`config.mk`:
```
export PLATFORM = sky130hd
export DESIGN_NAME = mouse_move_accum
export DESIGN_NICKNAME = d
export VERILOG_FILES = /design/src/rtl/mouse_move_accum.sv
export SDC_FILE = /design/constraint.sdc
export NUM_CORES = 1
export LEC_CHECK = 0
export ABC_AREA = 1
export BUFFER_PORTS_ARGS = -buffer_cell sky130_fd_sc_hd__buf_2
export CORE_MARGIN = 5
export CORE_UTILIZATION = 40
export DETAILED_ROUTE_END_ITERATION = 10
export GPL_ROUTABILITY_DRIVEN = 0
export PLACE_DENSITY = 0.62
export SYNTH_ARGS = -nofsm -noshare
export SYNTH_HDL_FRONTEND = slang
export SYNTH_SLANG_ARGS = --single-unit
```
`constraint.sdc`:
```
create_clock -name i_clk -period 6.22 [get_ports i_clk]
set_clock_uncertainty 0.05 [all_clocks]
set_input_delay 0.311 -clock i_clk [delete_from_list [all_inputs] [get_ports i_clk]]
set_output_delay 0.311 -clock i_clk [all_outputs]
set_load 0.01 [all_outputs]
```
`src/rtl/mouse_move_accum.sv`:
```
// Integrates per-direction step pulses into saturating signed X/Y deltas and issues
// valid/ready movement reports. Optional scroll wheel (Z axis) enabled by WHEEL_EN.
module mouse_move_accum #(
    parameter int DELTA_W = 8,
    parameter int STEP    = 1
) (
    input  logic               i_clk,
    input  logic               i_reset,
    input  logic               i_pulse_up,
    input  logic               i_pulse_down,
    input  logic               i_pulse_left,
    input  logic               i_pulse_right,
    input  logic               i_btn_left,
    input  logic               i_btn_right,
`ifdef WHEEL_EN
    input  logic               i_pulse_wheel_up,
    input  logic               i_pulse_wheel_down,
    output logic [DELTA_W-1:0] o_dz,
    output logic [2:0]         o_ovf,
`else
    output logic [1:0]         o_ovf,
`endif
    output logic               o_report_valid,
    input  logic               i_report_ready,
    output logic [DELTA_W-1:0] o_dx,
    output logic [DELTA_W-1:0] o_dy,
    output logic [1:0]         o_buttons
);

`ifdef WHEEL_EN
    localparam int unsigned AXES = 3;
`else
    localparam int unsigned AXES = 2;
`endif

    typedef logic signed [DELTA_W:0] ext_t;
    localparam ext_t STEP_E  = ext_t'(STEP);
    localparam ext_t SAT_MAX = ext_t'((2 ** (DELTA_W - 1)) - 1);
    localparam ext_t SAT_MIN = ext_t'(-(2 ** (DELTA_W - 1)));

    typedef enum logic { IDLE, HOLD } state_t;

    state_t                     state, next_state;
    logic   [AXES-1:0]          pos, neg;
    logic   [AXES-1:0]          clip, ovf_sticky, rep_ovf;
    logic   signed [DELTA_W-1:0] acc       [AXES];
    logic   signed [DELTA_W-1:0] acc_sat   [AXES];
    logic   signed [DELTA_W-1:0] acc_start [AXES];
    logic   [DELTA_W-1:0]       rep_delta [AXES];
    ext_t                       delta     [AXES];
    ext_t                       sum       [AXES];
    logic   [1:0]               btns, last_btns, rep_btns;
    logic                       motion, trigger, capture;

    // Axis order: 0 = X (right positive), 1 = Y (up positive), 2 = Z (wheel up positive)
`ifdef WHEEL_EN
    assign pos  = {i_pulse_wheel_up, i_pulse_up, i_pulse_right};
    assign neg  = {i_pulse_wheel_down, i_pulse_down, i_pulse_left};
    assign o_dz = rep_delta[2];
`else
    assign pos  = {i_pulse_up, i_pulse_right};
    assign neg  = {i_pulse_down, i_pulse_left};
`endif
    assign btns      = {i_btn_right, i_btn_left};
    assign o_dx      = rep_delta[0];
    assign o_dy      = rep_delta[1];
    assign o_buttons = rep_btns;
    assign o_ovf     = rep_ovf;

    always_comb begin
        motion = 1'b0;
        clip   = '0;
        for (int unsigned a = 0; a < AXES; a++) begin
            delta[a] = '0;
            if (pos[a] && !neg[a])
                delta[a] = STEP_E;
            else if (neg[a] && !pos[a])
                delta[a] = -STEP_E;
            sum[a] = ext_t'(acc[a]) + delta[a];
            if (sum[a] > SAT_MAX) begin
                acc_sat[a] = SAT_MAX[DELTA_W-1:0];
                clip[a]    = 1'b1;
            end else if (sum[a] < SAT_MIN) begin
                acc_sat[a] = SAT_MIN[DELTA_W-1:0];
                clip[a]    = 1'b1;
            end else begin
                acc_sat[a] = sum[a][DELTA_W-1:0];
            end
            acc_start[a] = delta[a][DELTA_W-1:0];
            if (acc[a] != '0)
                motion = 1'b1;
        end
        trigger = motion || (btns != last_btns);
    end

    always_comb begin
        next_state = state;
        capture    = 1'b0;
        case (state)
            IDLE: if (trigger) begin
                capture    = 1'b1;
                next_state = HOLD;
            end
            HOLD: if (i_report_ready)
                next_state = IDLE;
            default: next_state = IDLE;
        endcase
    end

    assign o_report_valid = (state == HOLD);

    always_ff @(posedge i_clk) begin
        if (i_reset) begin
            state      <= IDLE;
            ovf_sticky <= '0;
            rep_ovf    <= '0;
            last_btns  <= '0;
            rep_btns   <= '0;
            for (int unsigned a = 0; a < AXES; a++) begin
                acc[a]       <= '0;
                rep_delta[a] <= '0;
            end
        end else begin
            state <= next_state;
            // On capture the accumulator restarts from this cycle's step so no pulse is lost
            if (capture) begin
                rep_ovf    <= ovf_sticky;
                rep_btns   <= btns;
                last_btns  <= btns;
                ovf_sticky <= '0;
                for (int unsigned a = 0; a < AXES; a++) begin
                    rep_delta[a] <= acc[a];
                    acc[a]       <= acc_start[a];
                end
            end else begin
                ovf_sticky <= ovf_sticky | clip;
                for (int unsigned a = 0; a < AXES; a++)
                    acc[a] <= acc_sat[a];
            end
        end
    end

endmodule

```
=== Word-level counts from Yosys, hierarchy flattened ===
Memories as Yosys holds them, arrays and structs flattened.
Index checks and enable logic that the tools add are counted.

* RAM bits: 32
* Memories kept: 2
* Word-level logic and storage cells: 65
* Register bits: 7

* Reduce and logical (&&, ||, !) cells: 12
* Magnitude comparators: 4
* Equal/unequal tests: 1
* Muxes and demuxes: 32
* Add/subtract/negate cells: 2
* Bitwise operators: 8

{| class="wikitable"
|+ Memories
! memory !! words !! width !! read ports !! clocked after Yosys merged registers in !! wr ports !! RTL line !! RTL
|-
| acc || 2 || 8 || 2 || 0 || 2 || 46 || <nowiki>logic signed [DELTA_W-1:0] acc [AXES];</nowiki>
|-
| rep_delta || 2 || 8 || 2 || 0 || 2 || 49 || <nowiki>logic [DELTA_W-1:0] rep_delta [AXES];</nowiki>
|}

{| class="wikitable"
|+ Operators with widths
! cell !! number
|-
| 8-bit 2-to-1 mux || 10
|-
| 9-bit 2-to-1 mux || 4
|-
| 8-bit by 9-bit adder with 9-bit output || 2
|-
| 9-bit by 8-bit greater-than comparator with 1-bit output (second input constant) || 2
|-
| 9-bit by 8-bit < comparator with 1-bit output (second input constant) || 2
|-
| 1-bit 2-to-1 mux || 17
|-
| 8-bit nonzero test || 2
|-
| 1-bit OR || 6
|-
| 1-bit logical AND || 4
|-
| 1-bit logical NOT || 4
|-
| 2-bit inequality test || 1
|-
| 2-bit OR || 1
|-
| 1-bit one-hot mux with 2 select lines || 1
|-
| 2-bit OR reduction || 1
|-
| 1-bit logical OR || 1
|-
| 1-bit NOT || 1
|}

=== Depth between registers and ports, before layout ===
Gate-level depths: netlist of run 1.

* Word-level depth: 11
* Depth in mapped cells: 20

=== Worst setup path after synthesis of run 1 ===
No wires, ideal clock.

* Path type: input -> register
* Start point: in i_pulse_right
* End point: mem acc[0][1], data pin
* Path buffers: 1
* Stages on the path: 20
* Arrival time: 1.859 ns
* Slack: 4.053 ns
* Cell sequence: inv_1 -> ha_1 -> buf_6 -> inv_4 -> nand2_1 -> nand2_1 -> inv_1 -> ha_1 -> inv_1 -> nand2_1 -> nand3_1 -> nand2_1 -> nand2_1 -> nand2_1 -> nand2_2 -> clkinv_1 -> nand2_1 -> nand2_1 -> nand2_1 -> nand2_1

{| class="wikitable"
|+ RTL lines
! element !! RTL line !! RTL
|-
| start, declared || 12 || <nowiki>input logic i_pulse_right,</nowiki>
|-
| end, declared || 46 ||
|}

==> results of run 1 <==
==> sequential cells by signal (all words and copies together), names as in the netlist <==
name / flops
acc: 16
o_ovf: 2
o_report_valid: 1
rep_delta: 16
o_buttons: 2
ovf_sticky: 2
==> final cells by class <==
class | count | area (um2) | share of cell area (%)
timing repair buffer | 29 | 145 | 4.80
sequential | 39 | 1100 | 36.4
clock inverter | 2 | 60.1 | 1.99
inverter | 64 | 245 | 8.11
tap | 77 | 96.3 | 3.18
multi-input combinational | 245 | 1310 | 43.1
clock buffer | 6 | 72.6 | 2.40
==> worst max path at each step <==
stage | end | slack [ps] | cells past startpoint
after global placement | acc[0][10] | 3500 | 19
after global routing | acc[0][1] | 3340 | 19
final | acc[0][4] | 3660 | 19
after detailed placement | acc[0][2] | 3330 | 19
after CTS | acc[0][2] | 3630 | 19
after floorplan | acc[0][1] | 4050 | 20
==> cell families (layout without fill, tap and decap cells) <==
kind of cell    after synthesis  count (layout)
other cells                   1              16
buf+inv                      69             101
flops                        39              39
simple gates                188             188
fa+ha+maj                    10              10
compound gates               19              19
xor+xnor                     12              12
==> per-layer routing <==
metal  global-route usage [%]  part of all wire (%)  vias to the layer above
li1                         -                     -                     1145
met1                     17.9                    46                      956
met2                     20.6                    45                       57
met3                     3.22                   6.5                        8
met4                     4.28                   1.8                        0
met5                        0                     0                        -
==> power groups by stage <==
stage	registers [W]	logic, W	clock network (W)
global placement	0.000336	0.000186	0
floorplan	0.000341	0.000138	0
detailed placement	0.000336	0.000189	0
CTS	0.000330	0.000191	0.000254
global route	0.000333	0.000216	0.000261
finish	0.000330	0.000189	0.000251
==> stage by stage <==
stage	area, um2	utilization, %	power, W
CTS	3030	47.4	0.000775
detailed placement	2890	45.3	0.000525
global placement	2890	45.3	0.000522
finish	3030	47.4	0.000771
floorplan	2690	-	0.000479
global route	3030	47.4	0.000811
==> Yosys cell counts (all sizes together) <==
cell / instances
buf: 5
o31ai: 1
dfxtp: 7
edfxtp: 32
nand2: 114
conb: 1
xor2: 8
and2: 1
nand3: 36
nand4: 5
xnor2: 4
nor2: 32
clkinv: 1
a21oi: 3
ha: 10
o22ai: 4
o21ai: 11
inv: 63
==> out/summary.txt, run 1 <==
Synthesized instance count -> 338
Cell row count -> 29
FF-to-FF End -> acc[0][6]
Post-detailed-routing wire length -> 5400 um
Static Leak -> 1.58 nW
Setup slack, reg-to-reg -> 3940 ps
Compound-Gate Fraction of Synth Area -> 4.46%
Final Hold Viols -> 0
GRT overflow -> 0
Combinational family with the most area after synthesis -> simple AND/OR/NAND/NOR gates
Initial antenna violation count -> 0
Cell-internal power -> 0.000541 W
CP startpoint -> i_pulse_right
Final period utilization -> 41.1%
Post-Synth Simple-Gate Area -> 32.2%
Flop pwr share -> 42.8%
Crit path cell chain -> buf_2 -> inv_1 -> ha_1 -> nand2_1 -> nand2_1 -> inv_1 -> ha_1 -> inv_1 -> nand2_1 -> nand3_1 -> nand2_1 -> nand2_1 -> nand2_1 -> nand2_2 -> clkinv_1 -> nand2_1 -> nand2_1 -> nand2_1 -> nand2_1
Final Setup Violations -> 0
Antenna fix cells -> 0
Crit path largest cell delay -> 610 ps
Ports -> 30
Drt first pass iters -> 4
Die width -> 91.2 um
Required time worst endpoint -> 6210 ps
Slew Viols, Final -> 0
Cell count of the worst hold path -> 2
Rel. slew slack -> 52.8%
Commonest cells after routing, fill and taps aside -> nand2_1, inv_1, nand3_1
Synth Area in Adders -> 4.75%
Max-Cap Viols -> 0
DRC violation count after routing -> 0
Worst slew pin tran -> 708 ps
Fill count -> 647
Psw -> 0.000230 W
WP data arrival -> 2550 ps
CP max-delay cell -> ha_1
Inst Count DP -> 454
Post-route antenna net violation count -> 0
Hold Path End -> o_report_valid
Sw Share -> 29.8%
DIE HEIGHT -> 91.2 um
Post-CTS Hold Fix Bufs -> 0
FMAX -> 391 MHz
Vias in the first global route -> 2007
Fin Setup TNS -> 0 ps
Pin count of the biggest net entering global routing -> 23
FF+latch count, synth -> 39
Maximum vdd drop -> 0.000152 V
Finished Layout Cells -> 462
Initial cell density of the core -> 41.3%
Die area -> 8310 um2
Synth warn -> 0
Worst-Skew Late Latency -> 290 ps
R2r worst-path depth -> 9
Final WS setup -> 3660 ps
Post-synthesis cell type count -> 32
Comb power frac -> 24.5%
Critical Path End Type -> flip-flop
Share of the yosys chip area belonging to registers -> 41.8%
Post-DP HPWL -> 4140 um
Avg WL per Cell -> 11.7 um
Clock Tree Buf Depth -> 2
Final #Nets -> 403
Hold slack -> 138 ps
RSZ-0062 raised after global routing -> false
Status -> complete, no violations
WS Path Type -> in -> reg
CP Max Fanout -> 11
R2r startpoint -> acc[0][14]
Core Region -> 6390 um2
Total GRT Usage -> 13.2%
IO Port Bufs -> 29
Mux share of post-synthesis cell area -> 0%
Root Buffer Master -> clkbuf_8
Total setup buffers inserted after CTS -> 0
Final min period -> 2560 ps
Post-Synth XOR/XNOR Area -> 5.84%
Clock network fraction of total power -> 32.6%
Most used cell along the critical path -> nand2_1
CTS clk-pin slew, worst paths -> 70 ps
Vias -> 2166
Share of the synthesized area in the top cell type -> 36.5%
Drt initial violations -> 176
Worst hold path type -> in -> reg
HP Start -> i_report_ready
Area leader, netlist -> edfxtp_1
H-tree depth -> 2
Crit-path leading delay family -> simple AND/OR/NAND/NOR gates
Share of cells above drive strength 1 -> 19.2%
Pre-CTS worst setup slack -> 3330 ps
Power Density -> 255 nW/um2
Mapped cell area -> 2640 um2
First-pass GRT wire length -> 9020 um
Vias/cell -> 4.69
Most common cell after layout, fill and taps aside -> nand2_1
CTS buffer count -> 5
CTS resizes -> 0
Synthesis-to-layout area growth -> 14.8%
CTS tree -> built
CTS Sinks -> 39
Crit path launch type -> primary input
Avg Inst Size Synth -> 7.80 um2
Most area-consuming cells after synthesis -> edfxtp_1, nand2_1, inv_1, nand3_1, dfxtp_1
Buffers and inverters on the worst path -> 5
Note: power is estimated with default switching activity, not from simulation.
==> run 2: changes to the inputs <==
Settings changed: PLACE_DENSITY 0.62 to 0.64.
Clock period 6.22 ns to 2.1 ns, I/O delays scaled along.
==> out/summary.txt, run 2 (synthesis gave the netlist of run 1 again) <==
GRT overflow -> 0 (unchanged)
Critical Path End Type -> flip-flop
Slew Viols, Final -> 0 (unchanged)
Final Instance Area -> 3350 um2 (+11%)
Post-route antenna net violation count -> 0 (unchanged)
Avg WL per Cell -> 11.3 um (-3.3%)
Crit-path leading delay family -> simple AND/OR/NAND/NOR gates
Post-detailed-routing wire length -> 5630 um (+4.3%)
Static Leak -> 1.76 nW (+12%)
Setup slack, reg-to-reg -> 130 ps (-3810 ps)
Pin count of the biggest net entering global routing -> 19 (-17%)
WP data arrival -> 1940 ps (-610 ps)
Post-DP HPWL -> 4410 um (+6.6%)
Cell row count -> 29 (unchanged)
Required time worst endpoint -> 2080 ps (-4130 ps)
Root Buffer Master -> clkbuf_8
CTS buffer count -> 5 (unchanged)
Maximum vdd drop -> 0.000498 V (+230%)
Setup crit end -> acc[0][14]
Total GRT Usage -> 14.0% (+0.80 points)
Commonest cells after routing, fill and taps aside -> nand2_1, inv_1, edfxtp_1, buf_4, nand3_1
FMAX -> 509 MHz
HP Start -> i_btn_right
Antenna fix cells -> 0 (unchanged)
Pre-CTS worst setup slack -> -68.5 ps (-3400 ps)
Final #Nets -> 439 (+8.9%)
Initial antenna violation count -> 0 (unchanged)
Vias/cell -> 4.55 (-2.9%)
Worst-Skew Late Latency -> 300 ps (about the same)
Buffers and inverters on the worst path -> 2 (-3)
CP Max Fanout -> 5 (-6)
DIE HEIGHT -> 91.2 um (unchanged)
Placed Instance Area -> 3140 um2 (+8.7%)
Final Core Density -> 52.5% (+5.1 points)
Crit path launch type -> flip-flop
CTS Sinks -> 39 (unchanged)
Final Hold Viols -> 0 (unchanged)
Final WS setup -> 135 ps (-3530 ps)
Share of cells above drive strength 1 -> 28.7% (+9.5 points)
Clock Tree Buf Depth -> 2 (unchanged)
Most used cell along the critical path -> nand3_1
Most common cell after layout, fill and taps aside -> nand2_1
WP depth -> 13 (-6)
Max-Cap Viols -> 0 (unchanged)
DRC violation count after routing -> 0 (unchanged)
Power Density -> 695 nW/um2 (+170%)
Final period utilization -> 93.6%
Vias -> 2268 (+4.7%)
R2r startpoint -> acc[0][8]
H-tree depth -> 2 (unchanged)
Final Setup Violations -> 0 (unchanged)
Final min period -> 1970 ps
WS Path Type -> reg -> reg
Drt initial violations -> 179 (+1.7%)
Die width -> 91.2 um (unchanged)
Initial cell density of the core -> 41.3% (unchanged)
First-pass GRT wire length -> 9500 um (+5.4%)
Hold slack -> 37.7 ps (-100 ps)
CP max-delay cell -> edfxtp_1
CTS clk-pin slew, worst paths -> 90 ps (+20 ps)
CTS tree -> built
Drt first pass iters -> 4 (unchanged)
Status -> complete, no violations
Die area -> 8310 um2 (unchanged)
IO Port Bufs -> 29 (unchanged)
CP startpoint -> acc[0][8]
R2r worst-path depth -> 13 (+4)
Ports -> 30 (unchanged)
Top flop regs -> acc (16), rep_delta (16)
Worst hold path type -> in -> reg
Synthesis-to-layout area growth -> 27.3%
Vias in the first global route -> 2075 (+3.4%)
Crit path largest cell delay -> 400 ps (-210 ps)
Core Region -> 6390 um2 (unchanged)
FF-to-FF End -> acc[0][14]
Crit path cell chain -> ha_2 -> ha_1 -> inv_1 -> nand2_1 -> nand3_1 -> nand3_2 -> nand2_2 -> nand2_2 -> nand2_4 -> buf_12 -> nand2_4 -> nand3_1 -> nand3_1
==> run 2: changes by cell type in the layout (fill, tap and decap cells not counted), moves of 2 or more <==
cell,before,now
nand2_2,14,18
buf_4,0,32
inv_2,5,7
buf_12,0,2
inv_1,56,54
dlygate4sd3_1,0,2
nand3_1,33,31
nand2_1,98,93
==> run 2: metrics by stage <==
step                std cells  total power [W]  TNS [ps]
global placement          484          0.00164      -110
finish                    498          0.00233         0
detailed placement        484          0.00165      -487
floorplan                 353          0.00142         0
global route              498          0.00247     -46.8
CTS                       494          0.00232         0
==> run 2: report_power, final <==
part | leakage, nW | switching (W) | internal (W)
Combinational | 1.30 | 0.000396 | 0.000293
Clock | 0.0612 | 0.000277 | 0.000385
Sequential | 0.401 | 0.0000472 | 0.000932
Total | 1.76 | 0.000721 | 0.00161
==> run 2: layout make-up <==
class                      instances  area (um2)
multi-input combinational        245        1350
clock buffer                       6        82.6
inverter                          64         248
timing repair buffer              65         445
tap                               77        96.3
clock inverter                     2        35.0
sequential                        39        1100
fill                             585        3030
==> run 2: worst reg2reg max path: stages (launching register included) <==
cell	delay, ps
edfxtp_1	400
ha_2	210
ha_1	170
inv_1	50
nand2_1	60
nand3_1	110
nand3_2	100
nand2_2	90
nand2_2	70
nand2_4	80
buf_12	110
nand2_4	60
nand3_1	70
nand3_1	80
==> run 2: worst min-delay path by stage <==
stage               slack [ps]  depth (start not counted)             end
floorplan                  150                          1  o_report_valid
global placement           240                          2  o_report_valid
detailed placement         240                          2  o_report_valid
CTS                         40                          3    o_buttons[1]
global route                50                          3    o_buttons[1]
finish                      40                          3    o_buttons[1]
==> run 2: routing by layer <==
layer	up-vias	wire length (um)	track usage, %
met4	0	99	5.01
met1	990	2640	18.8
met2	57	2620	22.0
met5	-	0	0
met3	8	272	3.14
li1	1213	-	-
==> run 2: timing repair <==
| action | 4_1_cts | 5_1_grt |
|---|---|---|
| endpoints found under the setup margin | 0 | 15 |
| buffers inserted | 0 | 4 |
| gates resized for setup | 0 | 16 |
| hold buffers | 2 | 0 |
| endpoints found under the hold margin | 1 | 0 |
==> run 3: changes to the inputs <==
Settings changed: CORE_UTILIZATION 40 to 53, PLACE_DENSITY 0.64 to 0.8.
==> out/summary.txt, run 3 (synthesis gave the netlist of run 1 again) <==
Power Density -> 702 nW/um2 (+1.1%)
Vias -> 2336 (+3.0%)
Initial cell density of the core -> 55.1% (+14 points)
Gr busiest metal -> met2
Final #Nets -> 425 (-3.2%)
Met3 Use GR -> 4.15% (+1.0 points)
Share of cells above drive strength 1 -> 26.8% (-2.0 points)
Crit path launch type -> flip-flop
IO Port Bufs -> 29 (unchanged)
Psw -> 0.000710 W (-1.5%)
CP max-delay cell -> edfxtp_1
Worst hold path type -> in -> reg
Synthesis-to-layout area growth -> 22.8%
Crit-path leading delay family -> simple AND/OR/NAND/NOR gates
Drt initial violations -> 259 (+45%)
Final Instance Area -> 3240 um2 (-3.5%)
Vias in the first global route -> 2138 (+3.0%)
Final Hold Viols -> 0 (unchanged)
CTS Sinks -> 39 (unchanged)
Buffers and inverters on the worst path -> 2 (unchanged)
Max-Cap Viols -> 0 (unchanged)
Most common cell after layout, fill and taps aside -> nand2_1
Post-route antenna net violation count -> 0 (unchanged)
Die area -> 6480 um2 (-22%)
First-pass GRT wire length -> 9320 um (-1.9%)
Critical Path End Type -> flip-flop
Core Region -> 4790 um2 (-25%)
H-tree depth -> 2 (unchanged)
Total GRT Usage -> 18.6% (+4.6 points)
Total setup buffers inserted after CTS -> 0 (unchanged)
CP Max Fanout -> 4 (-1)
GRT overflow -> 0 (unchanged)
Flop pwr share -> 43.2% (+1.2 points)
Root Buffer Master -> clkbuf_8
Post-detailed-routing wire length -> 5660 um (+0.50%)
Final Setup Violations -> 0 (unchanged)
Crit path cell chain -> ha_4 -> inv_1 -> nor2_1 -> nand2_1 -> nor2_1 -> nand2_2 -> nand2_4 -> inv_2 -> nand2_2 -> nand2_1 -> nand2_1 -> nand2_1
Required time worst endpoint -> 2100 ps (+20 ps)
WS Path Type -> reg -> reg
Maximum vdd drop -> 0.000404 V (-19%)
Crit path largest cell delay -> 470 ps (+70 ps)
Total power -> 0.00227 W (-2.5%)
Avg WL per Cell -> 11.9 um (+5.6%)
Most used cell along the critical path -> nand2_1
Cell row count -> 25 (-14%)
M2 GR Usage -> 31.0% (+9.0 points)
Placed Instance Area -> 3040 um2 (-3.2%)
Pin count of the biggest net entering global routing -> 19 (unchanged)
Drt first pass iters -> 4 (unchanged)
Setup slack, reg-to-reg -> 110 ps (-30 ps)
CTS tree -> built
Fin Setup TNS -> 0 ps (unchanged)
Cell-internal power -> 0.00156 W (-2.9%)
Clock network fraction of total power -> 28.5% (about the same)
Commonest cells after routing, fill and taps aside -> nand2_1, inv_1, edfxtp_1
FMAX -> 501 MHz (-1.5%)
CTS buffer count -> 5 (unchanged)
Final period utilization -> 95.0% (+1.4 points)
Inst Count DP -> 464 (-4.1%)
Slew Viols, Final -> 0 (unchanged)
Antenna fix cells -> 0 (unchanged)
Final min period -> 1990 ps (+29.0 ps)
Vias/cell -> 4.93 (+8.2%)
CTS clk-pin slew, worst paths -> 80 ps (about the same)
Post-DP HPWL -> 4320 um (-2.0%)
DRC violation count after routing -> 0 (unchanged)
Finished Layout Cells -> 474 (-4.8%)
DIE HEIGHT -> 80.5 um (-12%)
Sw Share -> 31.3% (+0.32 points)
Comb power frac -> 28.3% (-1.3 points)
Clock Tree Buf Depth -> 2 (unchanged)
WP data arrival -> 1990 ps (+50 ps)
Worst-Skew Late Latency -> 300 ps (about the same)
Top flop regs -> acc (16), rep_delta (16)
Die width -> 80.5 um (-12%)
GR Util met1 -> 23.5% (+4.7 points)
Static Leak -> 1.70 nW (-3.9%)
Ports -> 30 (unchanged)
RSZ-0062 raised after global routing -> true
Status -> complete, no violations
Initial antenna violation count -> 0 (unchanged)
==> run 3: repair_timing <==
| action | in CTS | in global routing |
|---|---|---|
| setup endpoints to repair | 0 | 14 |
| hold buffers | 2 | 0 |
| resized for setup | 0 | 17 |
| hold endpoints to repair | 1 | 0 |
==> run 3: worst register-to-register path, delay by kind of cell, from the launching register on <==
kind / cells / cell delay (ps)
fa+ha+maj: 1 / 310
buf+inv: 2 / 130
flops: 1 / 470
simple gates: 9 / 770
==> run 3: power by group through the flow <==
stage / clock, W / combinational [W] / sequential [W]
final: 0.000648 / 0.000642 / 0.000982
after global routing: 0.000685 / 0.000722 / 0.000990
after CTS: 0.000649 / 0.000614 / 0.000981
after detailed placement: 0 / 0.000603 / 0.000998
after global placement: 0 / 0.000590 / 0.000994
after floorplan: 0 / 0.000408 / 0.00101
==> run 3: layout make-up <==
class,instances,area (um2)
flip-flops and latches,39,1100
clock inverters,2,35.0
repair buffers,51,328
inverters,64,246
clock buffers,6,82.6
well taps,67,83.8
fillers,400,1550
multi-input cells,245,1360
==> run 3: worst paths after layout <==
kind / startpoint / endpoint / depth (start not counted)
max: acc[0][15] / acc[0][9] / 12
min: i_btn_right / o_buttons[1] / 3
max reg2reg: acc[0][15] / acc[0][9] / 12
min reg2reg: o_ovf[1] / o_ovf[1] / 2
==> run 3: metrics by stage <==
step	setup WS (ps)	hold slack, ps	util, %
final	106	46.8	67.6
after global routing	-28.0	49.0	67.6
after CTS	31.9	46.2	66.5
after detailed placement	-39.0	257	63.6
after global placement	-22.6	237	63.6
after floorplan	139	147	-
==> run 3: routing by layer <==
layer  part of all wire, %  vias to the layer above  routed length (um)
met4                   2.9                        0                 166
met1                    42                     1046                2370
met2                    46                       90                2630
met5                     0                        -                   0
met3                   8.7                       16                 495
li1                      -                     1184                   -
